<file path="config.mk">
export PLATFORM = sky130hd
export DESIGN_NAME = ofm_wr_sched
export DESIGN_NICKNAME = d
export VERILOG_FILES = /design/src/rtl/ofm_pkg.sv /design/src/rtl/rr_arbiter.sv /design/src/rtl/ofm_wr_sched.sv
export SDC_FILE = /design/constraint.sdc
export NUM_CORES = 1
export LEC_CHECK = 0
export CELL_PAD_IN_SITES_DETAIL_PLACEMENT = 0
export CELL_PAD_IN_SITES_GLOBAL_PLACEMENT = 1
export CORE_MARGIN = 8
export CORE_UTILIZATION = 38
export CTS_CLUSTER_SIZE = 28
export DETAILED_ROUTE_END_ITERATION = 12
export HOLD_SLACK_MARGIN = 0.15
export PLACE_DENSITY_LB_ADDON = 0.1
export SYNTH_ARGS = -nofsm -noshare
export SYNTH_HDL_FRONTEND = slang
export SYNTH_HIERARCHICAL = 1
export SYNTH_SLANG_ARGS = --single-unit
</file>
<file path="constraint.sdc">
create_clock -name clk -period 5.42 [get_ports clk]
set_clock_uncertainty 0.05 [all_clocks]
set_input_delay 1.084 -clock clk [delete_from_list [all_inputs] [get_ports clk]]
set_output_delay 1.084 -clock clk [all_outputs]
set_load 0.02 [all_outputs]
</file>
<file path="src/rtl/ofm_pkg.sv">
// Shared types and default sizing for the OFM write scheduler.
// Imported by the arbiter and the scheduler top.
package ofm_pkg;

    localparam int N_REQ_DEF  = 4;
    localparam int DATA_W_DEF = 8;
    localparam int ADDR_W_DEF = 10;

    typedef enum logic [1:0] {
        IDLE = 2'd0,
        RUN  = 2'd1,
        DONE = 2'd2
    } state_e;

endpackage

</file>
<file path="src/rtl/rr_arbiter.sv">
// Round-robin arbiter: one-hot grant, pointer moves past the winner
// only when the grant is consumed (advance).
module rr_arbiter
    import ofm_pkg::*;
#(
    parameter int N = N_REQ_DEF
) (
    input  logic         clk,
    input  logic         rst_n,
    input  logic [N-1:0] req,
    input  logic         advance,
    output logic [N-1:0] grant
);

    localparam int PW = (N > 1) ? $clog2(N) : 1;

    logic [PW-1:0]  ptr_q;
    logic [PW-1:0]  ptr_d;
    logic [PW-1:0]  off;
    logic [PW-1:0]  gidx;
    logic [PW:0]    sum;
    logic [2*N-1:0] dbl;
    logic [N-1:0]   rot;
    logic           found;

    // Rotate so the pointer lane sits at bit 0, then take the lowest set bit.
    always_comb begin
        dbl   = {req, req} >> ptr_q;
        rot   = dbl[N-1:0];
        found = 1'b0;
        off   = '0;
        for (int k = 0; k < N; k++) begin
            if (!found && rot[k]) begin
                found = 1'b1;
                off   = k[PW-1:0];
            end
        end
        sum = {1'b0, ptr_q} + {1'b0, off};
        if (sum >= (PW+1)'(N)) begin
            sum = sum - (PW+1)'(N);
        end
        gidx  = sum[PW-1:0];
        grant = found ? (N'(1) << gidx) : '0;
        ptr_d = ptr_q;
        if (advance && found) begin
            ptr_d = (gidx == PW'(N-1)) ? '0 : gidx + 1'b1;
        end
    end

    always_ff @(posedge clk or negedge rst_n) begin
        if (!rst_n) begin
            ptr_q <= '0;
        end else begin
            ptr_q <= ptr_d;
        end
    end

endmodule

</file>
<file path="src/rtl/ofm_wr_sched.sv">
// OFM write scheduler: arbitrates PE lanes onto one registered
// OFM write port for a tile of base_addr/tile_len words.
module ofm_wr_sched
    import ofm_pkg::*;
#(
    parameter int N_REQ  = N_REQ_DEF,
    parameter int DATA_W = DATA_W_DEF,
    parameter int ADDR_W = ADDR_W_DEF
) (
    input  logic                    clk,
    input  logic                    rst_n,
    input  logic                    start,
    input  logic [ADDR_W-1:0]       base_addr,
    input  logic [ADDR_W-1:0]       tile_len,
    input  logic [N_REQ-1:0]        req_valid,
    input  logic [N_REQ*DATA_W-1:0] req_data,
    output logic [N_REQ-1:0]        req_ready,
    output logic                    ofm_we,
    output logic [ADDR_W-1:0]       ofm_addr,
    output logic [DATA_W-1:0]       ofm_wdata,
    output logic                    busy,
    output logic                    done
);

    state_e              state_q, state_d;
    logic [ADDR_W-1:0]   base_q, base_d;
    logic [ADDR_W-1:0]   len_q, len_d;
    logic [ADDR_W-1:0]   cnt_q, cnt_d;
    logic                we_q;
    logic [ADDR_W-1:0]   addr_q;
    logic [DATA_W-1:0]   wdata_q;
    logic                done_q;

    logic                en;
    logic [N_REQ-1:0]    arb_req;
    logic [N_REQ-1:0]    grant;
    logic                xfer;
    logic [DATA_W-1:0]   gdata;

    // Grants only while words remain in the tile.
    assign en        = (state_q == RUN) && (cnt_q < len_q);
    assign arb_req   = req_valid & {N_REQ{en}};
    assign req_ready = grant;
    assign xfer      = |(req_valid & grant);

    rr_arbiter #(
        .N (N_REQ)
    ) u_arb (
        .clk     (clk),
        .rst_n   (rst_n),
        .req     (arb_req),
        .advance (xfer),
        .grant   (grant)
    );

    always_comb begin
        gdata = '0;
        for (int i = 0; i < N_REQ; i++) begin
            if (grant[i]) begin
                gdata = req_data[i*DATA_W +: DATA_W];
            end
        end
    end

    always_comb begin
        state_d = state_q;
        base_d  = base_q;
        len_d   = len_q;
        cnt_d   = cnt_q;
        unique case (state_q)
            IDLE: begin
                if (start) begin
                    base_d  = base_addr;
                    len_d   = tile_len;
                    cnt_d   = '0;
                    state_d = (tile_len == '0) ? DONE : RUN;
                end
            end
            RUN: begin
                if (xfer) begin
                    cnt_d = cnt_q + 1'b1;
                    if (cnt_q + 1'b1 == len_q) begin
                        state_d = DONE;
                    end
                end else if (cnt_q >= len_q) begin
                    state_d = DONE;
                end
            end
            DONE: begin
                state_d = IDLE;
            end
            default: begin
                state_d = IDLE;
            end
        endcase
    end

    always_ff @(posedge clk or negedge rst_n) begin
        if (!rst_n) begin
            state_q <= IDLE;
            base_q  <= '0;
            len_q   <= '0;
            cnt_q   <= '0;
        end else begin
            state_q <= state_d;
            base_q  <= base_d;
            len_q   <= len_d;
            cnt_q   <= cnt_d;
        end
    end

    // Write port lags the transfer by one cycle; address wraps naturally.
    always_ff @(posedge clk or negedge rst_n) begin
        if (!rst_n) begin
            we_q    <= 1'b0;
            addr_q  <= '0;
            wdata_q <= '0;
            done_q  <= 1'b0;
        end else begin
            we_q   <= xfer;
            done_q <= (state_q == DONE);
            if (xfer) begin
                addr_q  <= base_q + cnt_q;
                wdata_q <= gdata;
            end
        end
    end

    assign ofm_we    = we_q;
    assign ofm_addr  = addr_q;
    assign ofm_wdata = wdata_q;
    assign done      = done_q;
    assign busy      = (state_q == RUN);

endmodule

</file>
==> results.yml, run 1 <==
yosys:
  synth_top_area_frac: 0.370
  syn_area_um2: 3650
  ys_top_cells_by_area: "dfrtp_1, ha_1, o21ai_0"
  synthCells: 400
  synthArstFlopShare: 1.00
  avgSynthCellArea_um2: 9.13
  yosysTopAreaCell: "dfrtp_1"
  synth-seq-cells: 54
  ys_seq_area_frac: 0.370
  synth_warnings: 6
  synth_edf_count: 0
  syn_nets: 485
  synthFlopType: "dfrtp_1"
  yosysUniqueCellTypes: 63
power_and_ir_drop:
  finalPower_mw: 3.35
  powerDensity_nw_per_um2: 702
  p_leak_nw: 2.04
  ir_drop_mv: 0.360
clocking:
  path_clk_slew_ns: 0.10
  cts_tree: "yes"
  clock_latency_ns: 0.31
  htreeDepth: 2
  clockBufferDepth: 2
  cts_made_buffers: 5
  cts.sinks: 54
  cts-root-buf: "clkbuf_8"
die:
  std_cell_rows: 35
  initial_utilization: 0.393
  dieArea_um2: 13000
  core_area_um2: 9280
  io-pin-count: 84
  fp.dieW_um: 114
  die_y_um: 114
sta:
  fin_ws_ns: 0.388
  min_period_ns: 5.03
  max_slew_margin: 0.533
  maxSlewViolCount: 0
  fin_hold_ws_ns: 0.426
  worst_pin_slew_ns: 0.700
  tns_ns: 0
  setup_viol: 0
  final_hold_viol_count: 0
  fmax_mhz: 199
  fin_crit_sh: 0.928
critical_path:
  required_ns: 4.29
  slowest_delay_ns: 0.37
  crit_slowest_cell: "dfrtp_1"
  path_common_cell: "ha_1"
  startpoint_type: "flip-flop"
  critical_path.cell_chain: "inv_1, ha_1, a21oi_1, o21ai_0, a2111oi_2, o31a_1, and2_2, inv_1, nor3_1, a31oi_1, o211ai_1, ha_1, xor2_1, xor2_1, ha_1, nor2b_1, clkbuf_2"
  arrival_ns: 3.90
  crit_fanout: 6
  end_kind: "primary output"
  crit_type: "flip-flop to primary output"
routing:
  dr.pass1.iters: 6
  drcViolationCount: 0
  vias: 3167
  wire_per_inst_um: 15.8
  highest_layer: "met4"
  vias_per_cell: 5.12
  wl_met3_um: 423
  routed_wl_mm: 9.73
  wl_met1_mm: 4.64
  ant_nets: 0
  initialDrtViolationCount: 203
  dr_wl_met2_mm: 4.56
cells_and_area:
  final_net_count: 573
  stdcell_count: 618
  fill_cells: 937
  final_common_cell: "clkdlybuf4s50_1"
  area_growth_pct: 30.7
  drive_gt1_frac: 0.121
  layout_common_cells: "clkdlybuf4s50_1, dfrtp_1, nand2_1"
  n_antenna_cell: 0
placed_design:
  hpwlAfterDp_mm: 7.52
  dpl.cell_count: 609
  numPortBuffers: 83
  gp_congestion: 0.823
  post-place-ws_ns: 0.0359
global_route:
  grt_pass1_wl_mm: 16.0
  antenna_found_initial: 0
  grt_overflow: 0
  grt_usage: 0.152
  grt_start_max_net_pins: 55
  grt_pass1_vias: 3185
hold_path:
  min_path_type: "flip-flop to flip-flop"
flow_run:
  cap_violations: 0
status:
  status: "completed"
[path summary, 6_finish.rpt]
kind	cells past startpoint	from	slack, ns	endpoint
max	17	len_q[5]	0.39	req_ready[3]
min in group asynchronous	2	rst_n	0.84	ofm_wdata[7]
min	2	ofm_addr[1]	0.43	ofm_addr[1]
min reg2reg	2	ofm_addr[1]	0.43	ofm_addr[1]
max in group asynchronous	2	rst_n	4.00	len_q[6]
max reg2reg	22	len_q[5]	0.50	u_arb/ptr_q[1]
[power breakdown]
| part | internal [mW] | leakage (nW) | switching [mW] |
|---|---|---|---|
| Combinational | 1.00 | 1.30 | 1.34 |
| Clock | 0.139 | 0.0585 | 0.141 |
| Sequential | 0.591 | 0.674 | 0.133 |
[sequential cells by signal (all words and copies together) (netlist names)]
name         flops
done             1
ofm_wdata        8
base_q          10
u_arb/ptr_q      2
ofm_addr        10
state_q          2
ofm_we           1
cnt_q           10
len_q           10
[area by class of cell]
type                            count  area, µm²  share of cell area
Multi-Input combinational cell    307       2140               0.449
Sequential cell                    54       1350               0.283
Timing Repair Buffer               99        926               0.194
Tap cell                          129        161              0.0338
Inverter                           21       78.8              0.0165
Clock buffer                        5       68.8              0.0144
Clock inverter                      3       43.8             0.00917
[per-layer routing]
metal | vias up | GRT usage
li1 | 1629 | -
met1 | 1463 | 0.203
met2 | 67 | 0.252
met3 | 8 | 0.0248
met4 | 0 | 0.0337
met5 | - | 0
[synthesized netlist by cell type, types with 2 or more instances]
| library cell | number |
|---|---|
| a211oi_1 | 2 |
| a21o_1 | 5 |
| a21oi_1 | 30 |
| a221oi_1 | 7 |
| a22oi_1 | 2 |
| a31oi_1 | 3 |
| and2_1 | 7 |
| and3_1 | 2 |
| and4_1 | 2 |
| buf_2 | 8 |
| buf_4 | 2 |
| buf_6 | 2 |
| clkbuf_1 | 6 |
| dfrtp_1 | 54 |
| ha_1 | 25 |
| inv_1 | 21 |
| mux2_2 | 11 |
| nand2_1 | 40 |
| nand2b_1 | 6 |
| nand3_1 | 10 |
| nand3b_1 | 7 |
| nand4_1 | 5 |
| nor2_1 | 16 |
| nor2b_1 | 13 |
| nor3_1 | 12 |
| nor4_1 | 3 |
| o2111ai_1 | 2 |
| o211ai_1 | 3 |
| o21a_1 | 2 |
| o21ai_0 | 33 |
| o31a_1 | 3 |
| o31ai_1 | 6 |
| or2b_1 | 2 |
| or3_1 | 2 |
| xnor2_1 | 13 |
| xor2_1 | 6 |
[through the flow]
stage	util	cell area, µm²
after CTS	0.514	4770
after floorplan	-	3650
final	0.514	4770
after detailed placement	0.501	4660
after global placement	0.501	4660
after global routing	0.514	4770
[what timing repair did]
action	CTS	global route
pin swaps	0	1
setup endpoints to repair	4	11
hold buffers	0	0
resized for setup	5	14
setup buffers	0	1
[cells by family after synthesis]
kind of cell | Yosys count | synth area share
xor+xnor | 19 | 0.0456
simple gates | 134 | 0.198
buf+inv | 39 | 0.0490
mux | 13 | 0.0398
fa+ha+maj | 26 | 0.0912
flops | 54 | 0.370
compound gates | 115 | 0.206
[worst max-delay path, delay by kind of cell, from the launching register on]
family          cells  cell delay, ns
simple gates        3            0.55
flops               1            0.37
fa+ha+maj           3            0.70
compound gates      6            1.15
buf+inv             3            0.33
xor+xnor            2            0.47
(Power assumes the default switching activity.)
==> inputs of run 2 (changes only) <==
--- a/config.mk
+++ b/config.mk
@@ -13,6 +13,7 @@
 export DETAILED_ROUTE_END_ITERATION = 12
 export HOLD_SLACK_MARGIN = 0.15
 export PLACE_DENSITY_LB_ADDON = 0.1
+export RECOVER_POWER = 50
 export SYNTH_ARGS = -nofsm -noshare
 export SYNTH_HDL_FRONTEND = slang
 export SYNTH_HIERARCHICAL = 1
==> constraint.sdc (replaced) <==
create_clock -name clk -period 5.2 [get_ports clk]
set_clock_uncertainty 0.05 [all_clocks]
set_input_delay 1.04 -clock clk [delete_from_list [all_inputs] [get_ports clk]]
set_output_delay 1.04 -clock clk [all_outputs]
set_load 0.02 [all_outputs]
==> run 2 against run 1 <==
Net effect:
- the flow now finishes with violations (capacitance limit, slew limit)
- via count increased by 2.1%
- highest routed layer unchanged
- total power grew 9.6%
- cell area up 2.2%
- cell count grew 1.6%
- critical path type unchanged
==> results.yml, run 2 (synthesized netlist as in run 1, its figures left out) <==
status:
  status: "finished with violations"
  violations: "capacitance limit, slew limit"
cells_and_area:
  n_antenna_cell: 0
  final_common_cell: "clkdlybuf4s50_1"
  stdcell_count: 628
  layout_common_cells: "clkdlybuf4s50_1, dfrtp_1, nand2_1"
  fin_area_um2: 4880
  area_growth_pct: 33.6
  final_net_count: 583
  drive_gt1_frac: 0.142
critical_path:
  arrival_ns: 3.82
  crit_type: "flip-flop to primary output"
  startpoint_type: "flip-flop"
  cp-startpoint: "len_q[5]"
  slowest_delay_ns: 0.40
  crit_slowest_cell: "a2111oi_2"
  end_kind: "primary output"
  crit_fanout: 4
  critical_path.cell_chain: "inv_1, ha_1, a21oi_1, o21ai_1, a2111oi_2, o31a_1, and2_4, inv_1, nor3_1, a31oi_1, o211ai_1, ha_2, xor2_2, xor2_1, ha_2, nor2b_2, buf_4"
  required_ns: 4.11
  r2r-start: "len_q[5]"
global_route:
  grt_overflow: 0
  antenna_found_initial: 0
  grt_pass1_wl_mm: 15.8
  grt_pass1_vias: 3116
  grt_start_max_net_pins: 55
  grt_usage: 0.151
power_and_ir_drop:
  powerDensity_nw_per_um2: 753
  ir_drop_mv: 0.403
  p_leak_nw: 2.10
sta:
  maxSlewViolCount: 68
  final_hold_viol_count: 0
  fin_ws_ns: 0.292
  min_period_ns: 4.91
  worst_pin_slew_ns: 2.99
  fmax_mhz: 204
  fin_crit_sh: 0.944
  setup_viol: 0
  max_slew_margin: -0.990
die:
  std_cell_rows: 35
  core_area_um2: 9280
  fp.dieW_um: 114
  die_y_um: 114
  initial_utilization: 0.393
  dieArea_um2: 13000
  io-pin-count: 84
hold_path:
  min_path_type: "flip-flop to flip-flop"
  min-delay-start: "ofm_addr[0]"
placed_design:
  hpwlAfterDp_mm: 7.59
  dpl.cell_count: 614
  post-place-ws_ns: -0.0435
  gp_congestion: 0.828
  place_area_um2: 4690
  numPortBuffers: 83
clocking:
  cts_tree: "yes"
  cts_made_buffers: 5
  hold_buffers: 0
  cts.sinks: 54
  path_clk_slew_ns: 0.10
  cts-root-buf: "clkbuf_8"
  htreeDepth: 2
  clock_latency_ns: 0.31
  clockBufferDepth: 2
routing:
  routed_wl_mm: 9.70
  drcViolationCount: 0
  dr.pass1.iters: 4
  vias_per_cell: 5.15
  ant_nets: 0
  vias: 3235
  wire_per_inst_um: 15.4
  initialDrtViolationCount: 164
flow_run:
  cap_violations: 2
-- run 2: stage by stage --
| step | TNS, ns | power [mW] | util | hold slack (ns) |
|---|---|---|---|---|
| floorplan | 0 | 2.47 | - | 0.417 |
| global placement | 0 | 3.21 | 0.506 | 0.409 |
| detailed placement | -0.0553 | 3.25 | 0.506 | 0.414 |
| CTS | 0 | 3.53 | 0.518 | 0.437 |
| global route | -0.0178 | 4.03 | 0.525 | 0.458 |
| finish | 0 | 3.67 | 0.525 | 0.428 |
-- run 2: layer usage --
layer,wire [µm],GRT usage,up-vias
met1,4590,0.198,1505
met4,101,0.0426,0
met5,0,0,-
met2,4600,0.246,71
li1,-,-,1650
met3,411,0.0275,9
-- run 2: worst max-delay path, delay by kind of cell (launching register included) --
| kind | cells | cell delay, ns |
|---|---|---|
| adder cells (fa/ha/maj) | 3 | 0.77 |
| flip-flops | 1 | 0.38 |
| buffers and inverters | 3 | 0.27 |
| XOR/XNOR | 2 | 0.43 |
| AND/OR/NAND/NOR | 3 | 0.50 |
| AO/OA/AOI/OAI | 6 | 1.15 |
-- run 2: layout make-up --
cell class	count	area (µm²)
repair buffers	109	1020
clock buffers	7	76.3
well taps	129	161
clock inverters	1	30.0
flip-flops and latches	54	1350
fillers	930	4410
multi-input cells	307	2160
inverters	21	82.6
-- run 2: path summary, 6_finish.rpt --
kind	end	slack, ns	cells after the start
max in group asynchronous	len_q[1]	1.68	2
min reg2reg	ofm_addr[0]	0.43	2
min in group asynchronous	ofm_wdata[7]	1.75	2
min	ofm_addr[0]	0.43	2
max reg2reg	state_q[1]	0.46	23
max	req_ready[3]	0.29	17
-- run 2: repair_timing --
action                                  CTS  global route
endpoints found under the setup margin    4            23
resized for setup                        10            25
buffers inserted                          0             6
pin swaps                                 0             5
-- run 2: power breakdown --
part | internal [mW] | switching [mW] | total [mW] | leakage [nW]
logic | 1.21 | 1.42 | 2.63 | 1.37
registers | 0.617 | 0.137 | 0.754 | 0.674
clock network | 0.145 | 0.144 | 0.288 | 0.0524
total | 1.97 | 1.70 | 3.67 | 2.10
==> inputs of run 3 (changes only) <==
--- a/config.mk
+++ b/config.mk
@@ -11,7 +11,6 @@
 export CORE_UTILIZATION = 38
 export CTS_CLUSTER_SIZE = 28
 export DETAILED_ROUTE_END_ITERATION = 12
-export HOLD_SLACK_MARGIN = 0.15
 export PLACE_DENSITY_LB_ADDON = 0.1
 export RECOVER_POWER = 50
 export SYNTH_ARGS = -nofsm -noshare
==> results of run 3 <==
No change in the layout: final DEF, timing and power equal those of run 2.
